**config.mk**
```make
export PLATFORM = sky130hd
export DESIGN_NAME = adler32_arbiter
export DESIGN_NICKNAME = d
export VERILOG_FILES = /design/src/rtl/adler32_arbiter_pkg.sv /design/src/rtl/adler_rr_pick.sv /design/src/rtl/adler32_arbiter.sv
export SDC_FILE = /design/constraint.sdc
export NUM_CORES = 1
export LEC_CHECK = 0
export ABC_AREA = 1
export CAP_MARGIN = 20
export CORE_MARGIN = 2
export CORE_UTILIZATION = 40
export DETAILED_ROUTE_END_ITERATION = 6
export PLACE_DENSITY = 0.82
export SYNTH_ARGS = -nofsm -noshare
export SYNTH_HDL_FRONTEND = slang
export SYNTH_SLANG_ARGS = --single-unit
```
**constraint.sdc**
```tcl
create_clock -name clk -period 2.4 [get_ports clk]
set_input_delay 0.48 -clock clk [delete_from_list [all_inputs] [get_ports clk]]
set_output_delay 0.48 -clock clk [all_outputs]
set_load 0.01 [all_outputs]
```
**src/rtl/adler32_arbiter_pkg.sv**
```systemverilog
// Shared definitions for the adler32 arbiter: FSM state encoding.
package adler32_arbiter_pkg;

  typedef enum logic [1:0] {
    ST_IDLE    = 2'd0,
    ST_STREAM  = 2'd1,
    ST_WAIT_CK = 2'd2,
    ST_RESP    = 2'd3
  } arb_state_e;

endpackage

```
**src/rtl/adler_rr_pick.sv**
```systemverilog
// Round-robin picker: finds the first set request starting at ptr and
// wrapping at NREQ. Purely combinational.
module adler_rr_pick #(
  parameter int NREQ = 4,
  parameter int IDW  = 2
) (
  input  logic [NREQ-1:0] req,
  input  logic [IDW-1:0]  ptr,
  output logic            any,
  output logic [IDW-1:0]  idx
);

  logic [IDW-1:0] pos;

  // Scan from the farthest offset back to ptr so the nearest request in rotation order wins.
  always_comb begin
    any = |req;
    idx = '0;
    pos = '0;
    for (int k = NREQ - 1; k >= 0; k--) begin
      pos = IDW'((int'(ptr) + k) % NREQ);
      idx = req[pos] ? pos : idx;
    end
  end

endmodule

```
**src/rtl/adler32_arbiter.sv**
```systemverilog
// adler32_arbiter: shares one adler32 core among NREQ byte-stream requesters.
// A whole message is granted at a time; bytes are forwarded combinationally
// to the core and the checksum is returned as a one-cycle response.
// Optional feature macro: ADLER_ARB_TIMEOUT_EN (abort WAIT_CK after TIMEOUT cycles).
module adler32_arbiter
  import adler32_arbiter_pkg::*;
#(
  parameter int NREQ = 4,
  parameter int IDW  = 2
`ifdef ADLER_ARB_TIMEOUT_EN
  ,
  parameter int TIMEOUT = 1023
`endif
) (
  input  logic              clk,
  input  logic              rst_n,
  input  logic [NREQ-1:0]   req_valid,
  input  logic [NREQ*8-1:0] req_data,
  input  logic [NREQ-1:0]   req_last,
  output logic [NREQ-1:0]   req_ready,
  output logic [NREQ-1:0]   resp_valid,
  output logic [31:0]       resp_checksum,
  output logic              resp_error,
  output logic              busy,
  output logic [IDW-1:0]    grant_id,
  output logic              core_data_valid,
  output logic [7:0]        core_data,
  output logic              core_last_data,
  input  logic              core_checksum_valid,
  input  logic [31:0]       core_checksum
);

  arb_state_e       state_r;
  logic [IDW-1:0]   rr_ptr_r;
  logic [IDW-1:0]   grant_r;
  logic [NREQ-1:0]  resp_valid_r;
  logic [31:0]      resp_checksum_r;
  logic             busy_r;
  logic             pick_any_s;
  logic [IDW-1:0]   pick_idx_s;
  logic             fwd_valid_s;
  logic             fwd_last_s;
  logic [7:0]       fwd_data_s;
  logic [IDW-1:0]   rr_next_s;
`ifdef ADLER_ARB_TIMEOUT_EN
  logic             resp_error_r;
  logic [9:0]       wait_cnt_r;
`endif

  adler_rr_pick #(
    .NREQ (NREQ),
    .IDW  (IDW)
  ) u_pick (
    .req  (req_valid),
    .ptr  (rr_ptr_r),
    .any  (pick_any_s),
    .idx  (pick_idx_s)
  );

  assign fwd_valid_s = req_valid[grant_r];
  assign fwd_last_s  = req_last[grant_r];
  assign rr_next_s   = (grant_r == IDW'(NREQ - 1)) ? '0 : grant_r + IDW'(1);

  // Select the granted requester's byte lane.
  always_comb begin
    fwd_data_s = '0;
    for (int i = 0; i < NREQ; i++) begin
      fwd_data_s = (grant_r == IDW'(i)) ? req_data[8*i +: 8] : fwd_data_s;
    end
  end

  // Zero-latency forwarding of the grantee's stream to the core while streaming.
  always_comb begin
    req_ready       = '0;
    core_data_valid = 1'b0;
    core_data       = 8'd0;
    core_last_data  = 1'b0;
    if (state_r == ST_STREAM) begin
      req_ready[grant_r] = 1'b1;
      core_data_valid    = fwd_valid_s;
      core_data          = fwd_data_s;
      core_last_data     = fwd_valid_s & fwd_last_s;
    end else begin
      req_ready       = '0;
      core_data_valid = 1'b0;
      core_data       = 8'd0;
      core_last_data  = 1'b0;
    end
  end

  // Arbitration FSM with grant, round-robin pointer, checksum and response registers.
  always_ff @(posedge clk) begin
    if (!rst_n) begin
      state_r         <= ST_IDLE;
      rr_ptr_r        <= '0;
      grant_r         <= '0;
      resp_valid_r    <= '0;
      resp_checksum_r <= 32'd0;
      busy_r          <= 1'b0;
`ifdef ADLER_ARB_TIMEOUT_EN
      resp_error_r    <= 1'b0;
      wait_cnt_r      <= 10'd0;
`endif
    end else begin
      case (state_r)
        ST_IDLE: begin
          if (pick_any_s) begin
            grant_r <= pick_idx_s;
            busy_r  <= 1'b1;
            state_r <= ST_STREAM;
          end
        end
        ST_STREAM: begin
          if (fwd_valid_s && fwd_last_s) begin
            // A checksum arriving on the last-byte cycle belongs to this message.
            if (core_checksum_valid) begin
              resp_valid_r[grant_r] <= 1'b1;
              resp_checksum_r       <= core_checksum;
              state_r               <= ST_RESP;
            end else begin
`ifdef ADLER_ARB_TIMEOUT_EN
              wait_cnt_r <= 10'd0;
`endif
              state_r <= ST_WAIT_CK;
            end
          end
        end
        ST_WAIT_CK: begin
          if (core_checksum_valid) begin
            resp_valid_r[grant_r] <= 1'b1;
            resp_checksum_r       <= core_checksum;
            state_r               <= ST_RESP;
          end
`ifdef ADLER_ARB_TIMEOUT_EN
          else if (wait_cnt_r == 10'(TIMEOUT - 1)) begin
            resp_valid_r[grant_r] <= 1'b1;
            resp_checksum_r       <= 32'd0;
            resp_error_r          <= 1'b1;
            state_r               <= ST_RESP;
          end else begin
            wait_cnt_r <= wait_cnt_r + 10'd1;
          end
`endif
        end
        ST_RESP: begin
          resp_valid_r <= '0;
`ifdef ADLER_ARB_TIMEOUT_EN
          resp_error_r <= 1'b0;
`endif
          rr_ptr_r     <= rr_next_s;
          busy_r       <= 1'b0;
          state_r      <= ST_IDLE;
        end
        default: begin
          state_r <= ST_IDLE;
        end
      endcase
    end
  end

  assign resp_valid    = resp_valid_r;
  assign resp_checksum = resp_checksum_r;
  assign busy          = busy_r;
  assign grant_id      = grant_r;
`ifdef ADLER_ARB_TIMEOUT_EN
  assign resp_error    = resp_error_r;
`else
  assign resp_error    = 1'b0;
`endif

endmodule

```
==> results of run 1 <==
-- report_power, final --
group / leakage, nW / switching (mW) / internal, mW / total (mW)
clock network: 0.0412 / 0.245 / 0.204 / 0.449
registers: 0.351 / 0.120 / 0.882 / 1.00
logic: 1.20 / 1.30 / 1.07 / 2.36
-- worst min path at each step --
stage	cells after the start	endpoint	slack (ps)
after global routing	2	resp_checksum[24]$_SDFFE_PN0P_	480
final	2	resp_checksum[31]$_SDFFE_PN0P_	460
after global placement	2	resp_checksum[6]$_SDFFE_PN0P_	450
after detailed placement	2	resp_checksum[31]$_SDFFE_PN0P_	450
after floorplan	2	resp_checksum[22]$_SDFFE_PN0P_	480
after CTS	2	resp_checksum[31]$_SDFFE_PN0P_	460
-- metal layers --
| layer | routed length [um] | GRT usage |
|---|---|---|
| met1 | 3044 | 0.2369 |
| met2 | 3939 | 0.4138 |
| met3 | 671 | 0.06484 |
| met4 | 36 | 0.04000 |
| met5 | 0 | 0 |
-- cells in the mapped netlist, types with 2 or more instances --
master    instances
a21oi_1          62
buf_2             4
buf_4             5
buf_6             4
clkbuf_1          8
dfxtp_1          43
ha_1             10
inv_1            26
inv_2             2
nand2_1          79
nand2_2           2
nand2_4           2
nand3_1          52
nor2_1           28
o21ai_0          13
o31ai_1           7
-- repair_timing --
| action | CTS | global route |
|---|---|---|
| cloned | 0 | 0 |
| setup buffers | 1 | 0 |
| setup endpoints to repair | 10 | 11 |
| gates resized for setup | 15 | 12 |
-- critical path, stage by stage, from the launching register on --
cell           delay (ps)
dfxtp_4               370
inv_2                  70
ha_1                  230
buf_12                160
o31ai_2               260
o21ai_0               130
nor2_1                100
dlygate4sd2_1         270
-- per-stage QoR --
step / util / hold WS (ps) / worst slack [ps] / power, mW / TNS [ps]
floorplan: - / 482.9 / 240.4 / 2.431 / 0
global placement: 0.6467 / 446.5 / -44.64 / 3.274 / -216.4
detailed placement: 0.6467 / 451.3 / -111.9 / 3.335 / -467.3
CTS: 0.6626 / 464.7 / 5.536 / 3.788 / 0
global route: 0.6654 / 481.2 / -48.91 / 4.114 / -178.7
finish: 0.6654 / 464.3 / 49.20 / 3.814 / 0
-- cells by family after synthesis --
logic type                 after synthesis  share of synthesized area
AOI/OAI and AO/OA                       85                     0.1888
adders and majority gates               10                    0.05157
buffers and inverters                   49                    0.09799
and+or+nand+nor                        167                     0.3053
DFF                                     43                     0.3548
other                                    1                   0.001546
-- flip-flops by register name, indices dropped and copies added, names as in the netlist --
signal / flops
busy: 1
grant_id: 2
resp_checksum: 32
resp_valid: 4
rr_ptr_r: 2
state_r: 2
-- layout make-up --
type	instances	area (um2)
Clock buffer	6	72.57
Clock inverter	2	12.51
Multi-Input combinational cell	263	1360
Sequential cell	43	865.8
Fill cell	529	1969
Inverter	28	105.1
Timing Repair Buffer	146	1406
Tap cell	75	93.84
==> run_results.csv, run 1 <==
group,metric,value,unit
clocking,tritoncts,"built",
grt,groute.usage.overall,0.2172,
die,die_area,0.006704,mm2
clocking,clock-sinks,43,
synthesis,yosysUniqueCellTypes,24,
cells_and_area,nets,572,
cells_and_area,diodes,0,
cells_and_area,layout_commonest_cell,"clkdlybuf4s50_1",
synthesis,yosys_register_bits,43,
critical_path,arrival,1870,ps
clocking,clock_latency,290,ps
synthesis,async_reset_ff_frac,0,
synthesis,synth_largest_type_area_fraction,0.3548,
clocking,clock_tree_buffer_depth,2,
grt,grt_start_max_net_pins,33,
power,max-vdd-ir-drop,0.5848,mV
clocking,cts-hold-fix-buffers,0,
synthesis,synth.avg_cell_area,6.834,um2
die,die_w,81.88,um
placed_design,hpwlAfterDp,5649,um
die,die_y,81.88,um
grt,grt-ovfl-total,0,
clocking,clock_transition_at_the_register_clock_pins_on_the_worst_setup_and_hold_paths_after_cts,80,ps
critical_path,rr_startpoint,"state_r[0]$_SDFFE_PN0P_",
sta,final_hold_viol_count,0,
cells_and_area,layout_common_cells,"clkdlybuf4s50_1 (117), nand2_1 (79), a21oi_1 (62), nand3_1 (52), dfxtp_1 (41)",
placed_design,dpl-instance-area,0.003806,mm2
sta,final.setup_skew,10.52,ps
die,initial_utilization,0.4122,
route,drtAntennaViolNets,0,
die,std_cell_rows,28,
critical_path,cp-startpoint,"grant_id[0]$_SDFFE_PN0P_",
synthesis,synthesis.instances,355,
synthesis,yosysWarningCount,0,
clocking,cts.root.buffer_cell,"clkbuf_8",
critical_path,cp_data_required_time,1920,ps
route,drc_violations,0,
cells_and_area,final-instance-count-excl-fill,563,
cells_and_area,finish.instance_area,0.003916,mm2
critical_path,ff2ff_path_depth,6,
route,avgViaCountPerCell,5.187,
die,core,0.005886,mm2
critical_path,crit_fanout,18,
critical_path,cp-start-kind,"flip-flop",
placed_design,placement.io_buffers,127,
critical_path,endpoint_class_of_the_critical_path,"primary output",
critical_path,critical_path_class,"flip-flop to primary output",
critical_path,regToRegSetupSlack,650,ps
synthesis,synth_seq_area_share,0.3548,
clocking,cts-htree-levels,2,
min_path,hold_path.class,"flip-flop to flip-flop",
critical_path,timing.critical_path.to,"core_data[5]",
route,wirelength,7692,um
sta,fin_crit,2351,ps
synthesis,synthesis.area,0.002426,mm2
synthesis,primary_flip_flop_cell_chosen_by_synthesis_mapping,"dfxtp_1",
sta,fmax,425.4,MHz
critical_path,critical_path.reg2reg.endpoint,"resp_valid[0]$_SDFFE_PN0P_",
placed_design,gp_congestion,0.8302,
sta,period_share,0.9795,
sta,slew_violations,0,
cells_and_area,final_layout_size_suffix_gt1_frac,0.09631,
clocking,cts-buffers-inserted,5,
cells_and_area,area_delta_synth_final,61.42,%
synthesis,synthDominantAreaCellType,"dfxtp_1",
power,total_leakage_power,1.593,nW
synthesis,yosys-top-cells-area,"dfxtp_1 (35%), a21oi_1 (13%), nand2_1 (12%), nand3_1 (11%), ha_1 (5.2%)",
route,drt_iter0_markers,121,
route,detailedRoute.firstPassIterationCount,4,
route,routed-via-count,2920,
die,top_level_ports,129,
grt,number_of_antenna_violations_at_the_first_check_in_global_routing,0,
synthesis,synth_edf_count,0,
outcome,status,"complete, no violations",
synthesis,syn_nets,440,
sta,setup_viol,0,
power,powerDensity,974.0,mW/mm2
grt,grt_first_pass_wirelength,11620,um
route,wl_per_cell,13.66,um
run,drv.max_cap_violation_count,0,
placed_design,placed_cells_incl_taps,554,
grt,vias_in_the_first_global_route,2668,
sta,grt_setup_unrepaired,"true",
min_path,worst_hold_startpoint,"resp_checksum[31]$_SDFFE_PN0P_",
Power figures use the tool's default switching activity.
==> run 2, diff against run 1 <==
Settings changed: REMOVE_ABC_BUFFERS set to 1.
==> run_results.csv, run 2 (same netlist as run 1, synthesis figures left out) <==
group,metric,value,unit
min_path,number_of_cells_traversed_by_the_worst_hold_path,2,
clocking,cts.root.buffer_cell,"clkbuf_8",
cells_and_area,sequential_cell_area,863.3,um2
power,share_seq_of_total_power,0.254,
cells_and_area,layout_commonest_cell,"clkdlybuf4s50_1",
sta,period_share,0.9551,
outcome,status,"complete, no violations",
critical_path,endpoint_class_of_the_critical_path,"primary output",
clocking,cts-buffers-inserted,5,
grt,number_of_antenna_violations_at_the_first_check_in_global_routing,0,
critical_path,crit_fanout,6,
route,drc_violations,0,
route,wl_per_cell,13.56,um
grt,groute.usage.overall,0.2240,
clocking,clock_transition_at_the_register_clock_pins_on_the_worst_setup_and_hold_paths_after_cts,80,ps
placed_design,gp_congestion,0.9452,
die,core,0.005886,mm2
cells_and_area,finish.instance_area,0.003986,mm2
die,std_cell_rows,28,
grt,grt_start_max_net_pins,35,
cells_and_area,layout_common_cells,"clkdlybuf4s50_1 (117), nand2_1 (79), a21oi_1 (61), nand3_1 (52), dfxtp_1 (41)",
sta,final_hold_viol_count,0,
route,routed-via-count,2869,
sta,setup_total_negative_slack,0,ps
sta,setup_viol,0,
cells_and_area,filler_cell_count,521,
clocking,clock_tree_buffer_depth,2,
critical_path,critical_path.reg2reg.endpoint,"resp_checksum[30]$_SDFFE_PN0P_",
cells_and_area,multi_input_area,0.001351,mm2
sta,grt_setup_unrepaired,"true",
route,drt_iter0_markers,171,
sta,slew_headroom,0.6644,
critical_path,ff2ff_path_depth,11,
power,total_leakage_power,1.614,nW
min_path,hold-path-endpoint,"resp_checksum[18]$_SDFFE_PN0P_",
critical_path,critical_path_class,"flip-flop to primary output",
critical_path,cp_data_required_time,1920,ps
min_path,hold_path.class,"flip-flop to flip-flop",
cells_and_area,area_delta_synth_final,64.31,%
cells_and_area,nets,579,
sta,final.setup.worst_slack,107.9,ps
power,comb_power_share,0.622,
run,drv.max_cap_violation_count,0,
clocking,cts-hold-fix-buffers,0,
die,initial_utilization,0.4122,
sta,slew_violations,0,
clocking,cts-htree-levels,2,
route,detailedRoute.firstPassIterationCount,4,
route,wirelength,7732,um
route,avgViaCountPerCell,5.033,
cells_and_area,postLayoutCoreUtil,0.6773,
cells_and_area,final_layout_size_suffix_gt1_frac,0.1131,
die,die_y,81.88,um
die,die_area,0.006704,mm2
route,drtAntennaViolNets,0,
placed_design,hpwlAfterDp,5868,um
sta,fin_crit,2292,ps
placed_design,dpl-instance-area,0.003891,mm2
placed_design,dp_worst_setup_slack,-119.6,ps
power,max-vdd-ir-drop,0.5983,mV
power,powerDensity,983.9,mW/mm2
clocking,clock_latency,290,ps
critical_path,cp-start-kind,"flip-flop",
clocking,post_cts_setup_buffer_count,0,
die,die_w,81.88,um
grt,vias_in_the_first_global_route,2618,
sta,fmax,436.3,MHz
cells_and_area,number_of_flip_flops_under_the_largest_register_name,32,
critical_path,regToRegSetupSlack,530,ps
grt,grt-ovfl-total,0,
cells_and_area,diodes,0,
placed_design,placement.io_buffers,127,
sta,final.setup_skew,5.637,ps
min_path,worst_hold_startpoint,"resp_checksum[18]$_SDFFE_PN0P_",
power,power.share.switching,0.4260,
power,total_power,3.922,mW
grt,grt_first_pass_wirelength,11760,um
sta,worst_slew_pin_slew,502.8,ps
critical_path,arrival,1810,ps
power,power.internal,2.251,mW
clocking,tritoncts,"built",
power,p_sw,1.671,mW
clocking,clock-sinks,43,
power,power.share.clock,0.124,
critical_path,rr_startpoint,"grant_id[1]$_SDFFE_PN0P_",
die,top_level_ports,129,
[run 2: cell count changes in the layout (fill, tap and decap cells not counted), sizes merged]
cell | previous run | this run
clkdlybuf4s15 | 0 | 1
inv | 28 | 27
dlymetal6s2s | 1 | 0
clkbuf | 9 | 13
buf | 19 | 26
dlygate4sd2 | 6 | 3
[run 2: area by class of cell]
cell class / instances / area share
clock inverters: 1 / 0.002197
multi-input cells: 263 / 0.3390
repair buffers: 153 / 0.3697
flip-flops and latches: 43 / 0.2166
well taps: 75 / 0.02354
clock buffers: 7 / 0.02166
inverters: 28 / 0.02731
[run 2: worst max-delay path by stage]
stage	cells after the start	start	slack (ps)	to
2_1_floorplan	7	grant_id[1]$_SDFFE_PN0P_	340	core_data[0]
3_3_place_gp	6	req_data[9]	-140	core_data[1]
3_5_place_dp	6	req_data[9]	-120	core_data[1]
4_1_cts	9	grant_id[1]$_SDFFE_PN0P_	5	core_data[5]
5_1_grt	7	grant_id[0]$_SDFFE_PN0P_	-4	core_data[5]
6_report	6	state_r[1]$_SDFFE_PN0P_	110	req_ready[0]
[run 2: per-layer routing]
metal,GRT usage,up-vias,share of wire
li1,-,1455,-
met3,0.09341,9,0.13
met2,0.4130,126,0.48
met5,0,-,0
met1,0.2325,1279,0.38
met4,0.05833,0,0.011
[run 2: worst max-delay path, stage by stage, from the launching register on]
cell,delay [ps]
dfxtp_1,350
inv_1,150
ha_4,190
buf_4,150
nand2_1,80
inv_1,60
clkdlybuf4s50_1,530
[run 2: timing repair]
| item | 4_1_cts | 5_1_grt |
|---|---|---|
| gates cloned | 0 | 0 |
| gates resized for setup | 19 | 16 |
| endpoints found under the setup margin | 11 | 9 |
| pin swaps | 2 | 1 |
[run 2: power groups by stage]
stage          Combinational, mW  Sequential [mW]  Clock [mW]
3_5_place_dp                2.46             1.00           0
3_3_place_gp                2.41            0.997           0
6_report                    2.44            0.998       0.485
4_1_cts                     2.44            0.993       0.495
2_1_floorplan               1.22             1.07           0
5_1_grt                     2.68             1.02       0.523
[run 2: per-stage QoR]
stage	std cells	hold slack, ps
detailed placement	562	455.0
global route	570	487.1
global placement	562	447.7
floorplan	334	483.7
finish	570	463.5
CTS	570	464.5
==> run 3, diff against run 2 <==
Settings changed: GPL_ROUTABILITY_DRIVEN set to 0, PLACE_DENSITY 0.82 to unset, PLACE_DENSITY_LB_ADDON set to 0.2.
==> run_results.csv, run 3 (same netlist as run 1, synthesis figures left out) <==
group,metric,value,unit
outcome,status,"complete, no violations",
critical_path,endpoint_class_of_the_critical_path,"primary output",
cells_and_area,finish.instance_area,0.003936,mm2
sta,final.setup_skew,14.41,ps
die,std_cell_rows,28,
grt,number_of_antenna_violations_at_the_first_check_in_global_routing,0,
clocking,clock_transition_at_the_register_clock_pins_on_the_worst_setup_and_hold_paths_after_cts,70,ps
critical_path,ff2ff_path_depth,7,
cells_and_area,nets,578,
grt,globalRouteMet3Util,0.08132,
power,max-vdd-ir-drop,0.4816,mV
placed_design,hpwlAfterDp,5764,um
die,die_y,81.88,um
sta,final_hold_viol_count,0,
run,drv.max_cap_violation_count,0,
clocking,clock_tree_buffer_depth,2,
route,drtAntennaViolNets,0,
cells_and_area,diodes,0,
power,comb_power_share,0.628,
clocking,cts.root.buffer_cell,"clkbuf_8",
min_path,hold-path-endpoint,"resp_checksum[13]$_SDFFE_PN0P_",
route,wirelength,7809,um
cells_and_area,layout_common_cells,"clkdlybuf4s50_1 (117), nand2_1 (79), a21oi_1 (62), nand3_1 (52), dfxtp_1 (41)",
grt,groute.usage.overall,0.2249,
critical_path,regToRegSetupSlack,580,ps
critical_path,crit_fanout,7,
die,top_level_ports,129,
power,share_seq_of_total_power,0.258,
placed_design,dpl-instance-area,0.003856,mm2
placed_design,placement.io_buffers,127,
power,power.internal,2.199,mW
route,detailedRoute.firstPassIterationCount,4,
clocking,clock-sinks,43,
sta,fmax,441.2,MHz
grt,grt_first_pass_wirelength,11810,um
clocking,tritoncts,"built",
min_path,worst_hold_startpoint,"resp_checksum[13]$_SDFFE_PN0P_",
min_path,hold_path.class,"flip-flop to flip-flop",
critical_path,critical_path.reg2reg.endpoint,"resp_checksum[8]$_SDFFE_PN0P_",
grt,top_usage_layer_grt,"met2",
route,routed-via-count,2849,
route,avgViaCountPerCell,5.007,
sta,slew_violations,0,
die,die_w,81.88,um
critical_path,critical_path_class,"flip-flop to primary output",
cells_and_area,filler_cell_count,526,
sta,setup_viol,0,
route,drt_iter0_markers,124,
die,core,0.005886,mm2
sta,grt_setup_unrepaired,"false",
sta,period_share,0.9444,
cells_and_area,final_layout_size_suffix_gt1_frac,0.1113,
critical_path,cp-start-kind,"flip-flop",
die,die_area,0.006704,mm2
clocking,cts-htree-levels,2,
power,power.share.switching,0.4289,
power,powerDensity,978.3,mW/mm2
route,drc_violations,0,
cells_and_area,layout_commonest_cell,"clkdlybuf4s50_1",
grt,gr-usage-met1,0.2594,
die,initial_utilization,0.4122,
sta,fin_crit,2267,ps
grt,global_route.usage.met2,0.3943,
power,total_leakage_power,1.606,nW
clocking,cts-hold-fix-buffers,0,
cells_and_area,area_delta_synth_final,62.25,%
cells_and_area,number_of_flip_flops_under_the_largest_register_name,32,
critical_path,rr_startpoint,"state_r[1]$_SDFFE_PN0P_",
clocking,clock_latency,290,ps
route,wl_per_cell,13.72,um
clocking,cts-buffers-inserted,5,
critical_path,cp_data_required_time,1920,ps
grt,vias_in_the_first_global_route,2584,
power,p_sw,1.651,mW
min_path,number_of_cells_traversed_by_the_worst_hold_path,2,
power,power.share.clock,0.114,
sta,hold_ws,460.7,ps
critical_path,arrival,1790,ps
grt,grt-ovfl-total,0,
grt,grt_start_max_net_pins,35,
run 3: layer usage:
| metal | share of wire | up-vias |
|---|---|---|
| met2 | 0.47 | 108 |
| met4 | 0.0058 | 0 |
| met3 | 0.11 | 6 |
| met5 | 0 | - |
| li1 | - | 1447 |
| met1 | 0.41 | 1288 |
run 3: worst max-delay path by stage:
stage / startpoint / cells after the start / endpoint
floorplan: grant_id[1]$_SDFFE_PN0P_ / 7 / core_data[0]
CTS: grant_id[1]$_SDFFE_PN0P_ / 8 / core_data[2]
global route: grant_id[1]$_SDFFE_PN0P_ / 9 / core_data[1]
finish: grant_id[0]$_SDFFE_PN0P_ / 5 / req_ready[3]
global placement: req_data[10] / 6 / core_data[2]
detailed placement: req_data[10] / 6 / core_data[2]
run 3: repair_timing:
action	in CTS	in global routing
gates resized for setup	18	17
buffers inserted	2	0
endpoints found under the setup margin	10	9
pin swaps	1	3
run 3: worst max-delay path, cell delays in order, from the launching register on:
cell and delay [ps]:
dfxtp_2 360, ha_1 300, buf_4 210, nand2_1 50
inv_1 50, clkdlybuf4s50_1 520
run 3: final cells by class:
type,instances,area [um2],area share
clock inverter,1,5.005,0.001271
clock buffer,7,76.32,0.01939
multi-input combinational,263,1340,0.3404
timing repair buffer,152,1449,0.3681
inverter,28,108.9,0.02765
tap,75,93.84,0.02384
sequential,43,863.3,0.2193
run 3: power groups by stage:
stage	registers, mW	logic (mW)	clock network (mW)
6_report	0.993	2.42	0.438
2_1_floorplan	1.07	1.22	0
3_5_place_dp	1.00	2.44	0
3_3_place_gp	0.996	2.40	0
4_1_cts	0.992	2.44	0.449
5_1_grt	1.02	2.67	0.483
run 3: stage by stage:
step,util,power (mW),cells,setup TNS (ps),setup slack (ps)
2_1_floorplan,-,2.286,334,0,335.5
4_1_cts,0.6730,3.883,569,0,1.046
3_3_place_gp,0.6552,3.396,559,-376.6,-161.2
5_1_grt,0.6688,4.167,569,0,10.31
6_report,0.6688,3.851,569,0,133.4
3_5_place_dp,0.6552,3.443,559,-402.9,-186.5
